==> config.mk <==
export PLATFORM = sky130hd
export DESIGN_NAME = chu_stepper
export DESIGN_NICKNAME = d
export VERILOG_FILES = /design/src/rtl/chu_stepper.sv
export SDC_FILE = /design/constraint.sdc
export NUM_CORES = 1
export LEC_CHECK = 0
export BUFFER_PORTS_ARGS = -buffer_cell sky130_fd_sc_hd__buf_2
export CAP_MARGIN = 25
export CELL_PAD_IN_SITES_DETAIL_PLACEMENT = 1
export CELL_PAD_IN_SITES_GLOBAL_PLACEMENT = 2
export CORE_ASPECT_RATIO = 1.25
export CORE_MARGIN = 2
export CORE_UTILIZATION = 38
export DETAILED_ROUTE_END_ITERATION = 10
export GPL_ROUTABILITY_DRIVEN = 0
export PLACE_DENSITY_LB_ADDON = 0.1
export SLEW_MARGIN = 40
export SYNTH_ARGS = -nofsm -noshare
export SYNTH_HDL_FRONTEND = slang
export SYNTH_SLANG_ARGS = --single-unit
==> constraint.sdc <==
create_clock -name clk -period 5.65 [get_ports clk]
set_clock_uncertainty 0.05 [all_clocks]
set_input_delay 0.565 -clock clk [delete_from_list [all_inputs] [get_ports clk]]
set_output_delay 0.565 -clock clk [all_outputs]
set_load 0.05 [all_outputs]
==> src/rtl/chu_stepper.sv <==
// Step/direction pulse generator on one FPro MMIO slot: evenly spaced step pulses,
// signed position tracking, busy/remaining/overrun status readback.
module chu_stepper #(
   parameter int unsigned W         = 24,
   parameter int unsigned PULSE_W   = 100,
   parameter int unsigned SETUP_CYC = 50
) (
   input  logic        clk,
   input  logic        reset,
   input  logic        cs,
   input  logic        read,
   input  logic        write,
   input  logic [4:0]  addr,
   output logic [31:0] rd_data,
   input  logic [31:0] wr_data,
   output logic        step,
   output logic        dir,
   output logic        en
);

   localparam logic [W-1:0] MinPer    = W'(PULSE_W + 1);
   localparam logic [W-1:0] HighLast  = W'(PULSE_W - 1);
   localparam logic [W-1:0] SetupLast = W'(SETUP_CYC);

   typedef enum logic [1:0] {StIdle, StSetup, StHigh, StLow} state_e;

   state_e        state_q, state_d;
   logic          en_q, en_d;
   logic          dir_q, dir_d;
   logic          ovr_q, ovr_d;
   logic          stop_pend_q, stop_pend_d;
   logic [W-1:0]  rem_q, rem_d;
   logic [W-1:0]  cnt_q, cnt_d;
   logic [W-1:0]  per_q, per_d;
   logic [W-1:0]  period_q, period_d;
   logic [31:0]   pos_q, pos_d;

   logic          wr_en;
   logic          ctrl_wr, period_wr, move_wr, stop_wr, clr_wr;
   logic          busy, stop_req, gap_done, finish, accept_win, move_ok, enter_high;
   logic [W-1:0]  move_cnt;

   // read strobe has no side effects; upper write bits are reserved
   logic          unused_in;
   assign unused_in = read ^ (^wr_data[30:W]);

   assign wr_en     = cs & write;
   assign ctrl_wr   = wr_en && (addr == 5'd0);
   assign period_wr = wr_en && (addr == 5'd1);
   assign move_wr   = wr_en && (addr == 5'd2);
   assign stop_wr   = wr_en && (addr == 5'd3);
   assign clr_wr    = wr_en && (addr == 5'd4);
   assign move_cnt  = wr_data[W-1:0];

   assign busy     = (state_q != StIdle);
   // Dropping enable mid-move is treated as a STOP
   assign stop_req = stop_wr | (ctrl_wr & ~wr_data[0] & busy);
   assign gap_done = (state_q == StLow) && (cnt_q == per_q - W'(1));
   assign finish   = gap_done && ((rem_q == '0) || stop_pend_q || stop_req);
   // The edge that ends a move also accepts a new MOVE
   assign accept_win = !busy || finish;
   assign move_ok    = move_wr && accept_win && en_q && (move_cnt != '0);

   always_comb begin
      state_d     = state_q;
      en_d        = en_q;
      dir_d       = dir_q;
      ovr_d       = ovr_q;
      stop_pend_d = stop_pend_q;
      rem_d       = rem_q;
      cnt_d       = cnt_q;
      per_d       = per_q;
      period_d    = period_q;
      pos_d       = pos_q;
      enter_high  = 1'b0;

      case (state_q)
         StSetup: begin
            if (stop_req) begin
               state_d = StIdle;
            end else if (cnt_q == SetupLast) begin
               state_d    = StHigh;
               enter_high = 1'b1;
            end else begin
               cnt_d = cnt_q + W'(1);
            end
         end
         StHigh: begin
            cnt_d = cnt_q + W'(1);
            if (cnt_q == HighLast) begin
               state_d = StLow;
            end
         end
         StLow: begin
            cnt_d = cnt_q + W'(1);
            if (finish) begin
               state_d = StIdle;
            end else if (gap_done) begin
               state_d    = StHigh;
               enter_high = 1'b1;
            end
         end
         default: ;
      endcase

      if (move_ok) begin
         state_d = StSetup;
         cnt_d   = '0;
         rem_d   = move_cnt;
         dir_d   = wr_data[31];
      end

      if (enter_high) begin
         cnt_d = '0;
         rem_d = rem_q - W'(1);
         per_d = (period_q > MinPer) ? period_q : MinPer;
         pos_d = dir_q ? pos_q - 32'd1 : pos_q + 32'd1;
      end

      if (stop_req) begin
         rem_d = '0;
      end

      if ((state_d == StIdle) || move_ok) begin
         stop_pend_d = 1'b0;
      end else if (stop_req) begin
         stop_pend_d = 1'b1;
      end

      if (stop_req) begin
         ovr_d = 1'b0;
      end else if (move_wr && !accept_win) begin
         ovr_d = 1'b1;
      end

      if (ctrl_wr) begin
         en_d = wr_data[0];
      end
      if (period_wr) begin
         period_d = wr_data[W-1:0];
      end
      // A coincident clear beats the step's position update
      if (clr_wr) begin
         pos_d = '0;
      end
   end

   always_ff @(posedge clk or negedge reset) begin
      if (!reset) begin
         state_q     <= StIdle;
         en_q        <= 1'b0;
         dir_q       <= 1'b0;
         ovr_q       <= 1'b0;
         stop_pend_q <= 1'b0;
         rem_q       <= '0;
         cnt_q       <= '0;
         per_q       <= '0;
         period_q    <= '0;
         pos_q       <= '0;
      end else begin
         state_q     <= state_d;
         en_q        <= en_d;
         dir_q       <= dir_d;
         ovr_q       <= ovr_d;
         stop_pend_q <= stop_pend_d;
         rem_q       <= rem_d;
         cnt_q       <= cnt_d;
         per_q       <= per_d;
         period_q    <= period_d;
         pos_q       <= pos_d;
      end
   end

   always_comb begin
      rd_data = '0;
      case (addr)
         5'd0: begin
            rd_data[W-1:0] = rem_q;
            rd_data[30]    = ovr_q;
            rd_data[31]    = busy;
         end
         5'd1:    rd_data = pos_q;
         5'd2:    rd_data[W-1:0] = period_q;
         default: ;
      endcase
   end

   assign step = (state_q == StHigh);
   assign dir  = dir_q;
   assign en   = en_q;

endmodule

==> results.json, run 1 <==
{
  "outcome": "finished, final reports clean",
  "max-cap-violations": 0,
  "synth-seq-area-share": 0.361,
  "critPathKind": "reg -> reg",
  "critPathSlowestCell": "a2111oi_1",
  "drc": 0,
  "ff_latch_area_um2": 3350,
  "syn_inst": 1077,
  "cp-startpoint": "dir",
  "grt_pass1_vias": 8680,
  "finalSetupTns_ns": 0,
  "synth_area_per_cell_um2": 8.63,
  "cts_buffers": 17,
  "chipWidth_um": 144,
  "cts_buffer_depth": 2,
  "placementRows": 64,
  "dp_hpwl_mm": 23.0,
  "syn_to_final_growth_pct": 14.5,
  "power_density_nw_per_um2": 227,
  "crit_chain": "buf_4, ha_1, a2111oi_0, nor3b_1, a31oi_1, a2111oi_1, o21ai_1, a221o_1, a21o_1, mux2i_1, mux2_1",
  "vdd_drop_max_v": 0.000202,
  "grt_pass1_wl_mm": 49.1,
  "worstPathRequired_ns": 5.91,
  "grt_use_total": 0.250,
  "cts_tree": "built",
  "die-area_um2": 25700,
  "synth_area_um2": 9300,
  "holdCritPathClass": "in -> reg",
  "nets": 1207,
  "whs_ns": 0.359,
  "reg2reg_to": "pos_q[31]",
  "grt_max_degree": 97,
  "wirelength_mm": 31.2,
  "wire_per_inst_um": 21.2,
  "antenna_found_initial": 0,
  "die_h_um": 179,
  "cts_max_level": 4,
  "vias": 8564,
  "slew_viol_final": 0,
  "max_freq_mhz": 236,
  "dpl.cell_count": 1438,
  "synth_fp_nets": 1155,
  "ant_nets": 0,
  "core-area_um2": 24300,
  "final_cells": 1471,
  "endpoint": "pos_q[31]",
  "postCtsSetupBuffers": 0,
  "antenna_cells": 0,
  "finalHoldViolCount": 0,
  "p_total_mw": 2.42,
  "synth-edff-count": 0,
  "regToRegSetupSlack_ns": 1.41,
  "cellLeakagePower_nw": 5.39,
  "io_pins": 77,
  "yosysUniqueCellTypes": 68,
  "setup_violations": 0,
  "drt_pre_antenna_iters": 6,
  "drive_gt1_frac": 0.145,
  "fin_crit_sh": 0.751,
  "max_stage_delay_ns": 0.75,
  "initial_core_util": 0.383,
  "cts_sinks": 134,
  "drtIter0Drc": 490,
  "rsz0062_at_grt": "false",
  "reg2reg_depth": 11,
  "clk_pin_slew_ns": 0.06,
  "r2r_start": "dir",
  "cts_root_buf": "clkbuf_16",
  "max_slew_margin": 0.461,
  "clkLatencyLatePin_ns": 0.44,
  "hold_depth": 2,
  "worst_ep_arrival_time_ns": 4.50,
  "vias_per_cell": 5.82,
  "critPathLaunchType": "flip-flop",
  "fill_cells": 2872,
  "critPathMaxFanout": 21,
  "setup_slack_ns": 1.41,
  "ys_async_sr_fraction": 1.00,
  "overflow": 0,
  "multi_input_area_um2": 5580,
  "ys_ff_latch": 134,
  "numPortBuffers": 68,
  "worstMarginPinSlew_ns": 0.801,
  "dp_slack_ns": 1.18,
  "ys_warn_count": 0,
  "synthFlopType": "dfrtp_1",
  "period_needed_ns": 4.24,
  "crit_path_end_kind": "flip-flop"
}
==> Yosys cell counts (7+ instances only) <==
cell,count,area (um2)
a211o_1,7,61.3
a211oi_1,10,75.1
a21bo_1,8,80.1
a21o_1,28,210
a21oi_1,90,450
a221o_1,9,90.1
a222oi_1,24,240
a31oi_1,11,68.8
and2_1,9,56.3
and3_1,23,144
buf_2,15,75.1
clkbuf_1,35,131
dfrtp_1,134,3350
ha_1,35,438
inv_1,49,184
mux2_2,25,282
mux2i_1,12,120
nand2_1,129,484
nand2b_1,9,56.3
nand3_1,20,100
nand3b_1,11,82.6
nand4_1,14,87.6
nor2_1,82,308
nor2b_1,9,56.3
nor3_1,36,180
nor4_1,22,138
o21ai_0,37,185
o21bai_1,7,52.6
or2_2,7,43.8
or3_1,22,138
or4_1,7,52.6
xnor2_1,44,385
xor2_1,24,210
==> registers in the layout (all words and copies together) (netlist names) <==
signal       flops
per_q           24
pos_q           32
period_q        24
cnt_q           24
en               1
state_q          2
rem_q           24
dir              1
ovr_q            1
stop_pend_q      1
==> repair_timing <==
| item | in CTS | in global routing |
|---|---|---|
| hold endpoints to repair | 0 | 22 |
| gates resized for setup | 0 | 0 |
| endpoints found under the setup margin | 0 | 0 |
| hold buffers | 0 | 1 |
==> critical path: cells and delay by family (launching register included) <==
| family | cells | cell delay, ns |
|---|---|---|
| adder cells (fa/ha/maj) | 1 | 0.26 |
| AO/OA/AOI/OAI | 6 | 2.17 |
| multiplexers | 2 | 0.50 |
| flip-flops | 1 | 0.59 |
| AND/OR/NAND/NOR | 1 | 0.24 |
| buffers and inverters | 1 | 0.29 |
==> routing by layer <==
layer  vias up  wire, um  global-route usage
met5         -         0                   0
met2       148     15900               0.445
met4         0      1050              0.0944
li1       4051         -                   -
met3        47       853              0.0337
met1      4318     13300               0.304
==> worst min-delay path by stage <==
stage	start	to	slack [ns]
after floorplan	reset	cnt_q[0]	0.22
after global placement	per_q[23]	per_q[23]	0.43
after detailed placement	per_q[23]	per_q[23]	0.44
after CTS	reset	pos_q[27]	0.16
after global routing	wr_data[31]	dir	0.35
final	wr_data[31]	dir	0.36
==> through the flow <==
step | instance area [um2] | utilization
floorplan | 9300 | -
finish | 10600 | 0.439
detailed placement | 10000 | 0.413
CTS | 10600 | 0.437
global placement | 10000 | 0.412
global route | 10600 | 0.439
==> cell families after synthesis <==
kind of cell,count (synthesis),synth area share
adders and majority gates,36,0.0492
muxes,39,0.0456
xor gates and xnor gates,68,0.0640
AOI/OAI and AO/OA,277,0.204
DFF,134,0.361
buffers and inverters,102,0.0440
and+or+nand+nor,421,0.232
==> area by class of cell <==
class | instances | share of cell area
multi-input combinational | 841 | 0.524
sequential | 134 | 0.315
timing repair buffer | 86 | 0.0489
clock buffer | 21 | 0.0442
tap | 330 | 0.0388
inverter | 49 | 0.0173
clock inverter | 10 | 0.0114
==> power breakdown <==
part	total (mW)	internal, mW	switching [mW]
Sequential	1.06	0.998	0.0661
Clock	1.13	0.685	0.450
Combinational	0.218	0.0865	0.131
==> cell usage in the layout, fill, tap and decap left out, drive strengths merged, types with 26 or more instances in the layout <==
master and n:
nor4 26, nor3 37, xnor2 44, mux2 27, a21oi 90, inv 51, ha 35, nand2 129
o21ai 39, buf 85, nor2 82, a21o 28, dfrtp 134
No activity file was read; power rests on OpenSTA's default activity.
==> inputs of run 2 (changes only) <==
Clock period 5.65 ns to 4 ns, I/O delays scaled along.
==> run 2 against run 1 <==
Effect of this change: global-route usage is 0.72 points higher; non-clock buffer count increased by 35; hold slack lost 0.17 ns; setup slack worse by 1.2 ns; routed wire length rose by 3.1%; first-iteration DRC count fell by 16%; register-to-register slack got worse by 1.2 ns; via count increased by 1.8%; maximum frequency grew 11%; critical endpoint unchanged; combinational power grew 44%; power grew 40%.
==> results.json, run 2 (synthesis results as in run 1) <==
{
  "outcome": "finished, final reports clean",
  "critPathLaunchType": "flip-flop",
  "p_switching_mw": 0.961,
  "worstPathRequired_ns": 4.27,
  "drive_gt1_frac": 0.173,
  "setup_violations": 0,
  "dp_hpwl_mm": 23.9,
  "grt_use_total": 0.257,
  "cts_max_level": 4,
  "max_stage_delay_ns": 0.52,
  "critPathSlowestCell": "dfrtp_2",
  "pwr-share-comb": 0.093,
  "finalHoldViolCount": 0,
  "power_density_nw_per_um2": 309,
  "critPathMaxFanout": 14,
  "drtIter0Drc": 411,
  "slew_viol_final": 0,
  "placementRows": 64,
  "holdCritPathClass": "in -> reg",
  "core-area_um2": 24300,
  "cts_sinks": 134,
  "path_delay_family": "compound AO/OA/AOI/OAI gates",
  "crit_path_end_kind": "flip-flop",
  "worst_ep_arrival_time_ns": 4.08,
  "cts_buffers": 17,
  "grt_pass1_vias": 8884,
  "chipWidth_um": 144,
  "switching_share": 0.285,
  "critPathKind": "reg -> reg",
  "wire_per_inst_um": 21.3,
  "drt_pre_antenna_iters": 8,
  "numPortBuffers": 68,
  "p_total_mw": 3.37,
  "antenna_found_initial": 0,
  "intPower_mw": 2.41,
  "layout_common_cells": "dfrtp_1, nand2_1, a21oi_1",
  "vdd_drop_max_v": 0.000273,
  "final_cells": 1507,
  "worstMarginPinSlew_ns": 0.740,
  "grt_max_degree": 91,
  "wirelength_mm": 32.1,
  "max-cap-violations": 0,
  "fin_crit_sh": 0.953,
  "final_common_cell": "dfrtp_1",
  "drc": 0,
  "cts_buffer_depth": 2,
  "period_needed_ns": 3.81,
  "crit_chain": "buf_12, ha_1, a21oi_1, o22ai_1, o211ai_1, a31oi_1, a2111oi_1, buf_4, o21ai_1, a221o_1, a21o_1, mux2i_1, mux2_1",
  "clkLatencyLatePin_ns": 0.44,
  "finalSetupTns_ns": 0,
  "vias": 8722,
  "syn_to_final_growth_pct": 17.5,
  "p_seq_frac": 0.446,
  "overflow": 0,
  "path_buf_inv": 2,
  "regMostFlops": "pos_q",
  "antenna_cells": 0,
  "max_freq_mhz": 262,
  "ant_nets": 0,
  "grt_pass1_wl_mm": 50.2,
  "largest_reg_flops": 32,
  "rsz0062_at_grt": "false",
  "setup_slack_ns": 0.188,
  "die_h_um": 179,
  "cellLeakagePower_nw": 5.58,
  "nets": 1242,
  "die-area_um2": 25700,
  "initial_core_util": 0.383,
  "cts_tree": "built",
  "dp_slack_ns": 0.229,
  "max_slew_margin": 0.507,
  "clk_pin_slew_ns": 0.07,
  "clkPwrFrac": 0.461,
  "dpl.cell_count": 1474,
  "vias_per_cell": 5.79,
  "io_pins": 77,
  "cts_root_buf": "clkbuf_16"
}
run 2: worst paths after layout:
kind / to / cells past startpoint / startpoint / slack (ns)
setup reg to reg: pos_q[31] / 13 / dir / 0.19
hold / removal: rem_q[21] / 2 / wr_data[21] / 0.18
setup / recovery: pos_q[31] / 13 / dir / 0.19
max in group asynchronous: per_q[10] / 3 / reset / 2.52
min in group asynchronous: pos_q[29] / 2 / reset / 0.52
hold reg to reg: ovr_q / 1 / ovr_q / 0.46
run 2: area by class of cell:
type	count	area [um2]
fill	2931	13300
multi-input combinational	841	5590
clock buffer	19	443
clock inverter	13	123
timing repair buffer	121	813
sequential	134	3350
inverter	49	184
tap	330	413
run 2: layer usage:
metal / part of all wire / track usage / vias up
li1: - / - / 4121
met1: 0.43 / 0.312 / 4410
met2: 0.51 / 0.461 / 141
met3: 0.026 / 0.0334 / 50
met4: 0.033 / 0.0956 / 0
met5: 0 / 0 / -
run 2: power groups by stage:
stage	Combinational (mW)	Sequential [mW]	Clock [mW]
3_3_place_gp	0.307	1.53	0
4_1_cts	0.317	1.50	1.60
6_report	0.313	1.50	1.56
5_1_grt	0.350	1.51	1.65
2_1_floorplan	0.185	1.49	0
3_5_place_dp	0.313	1.53	0
run 2: repair_timing:
item | 4_1_cts | 5_1_grt
hold buffers | 1 | 0
resized for setup | 0 | 4
setup buffers | 0 | 0
setup endpoints to repair | 0 | 5
hold endpoints to repair | 81 | 0
run 2: per-stage QoR:
stage	util	instance area [um2]	hold slack (ns)
floorplan	-	9300	0.0544
global placement	0.426	10300	0.442
detailed placement	0.426	10300	0.424
CTS	0.450	10900	0.175
global route	0.450	10900	0.173
finish	0.450	10900	0.185
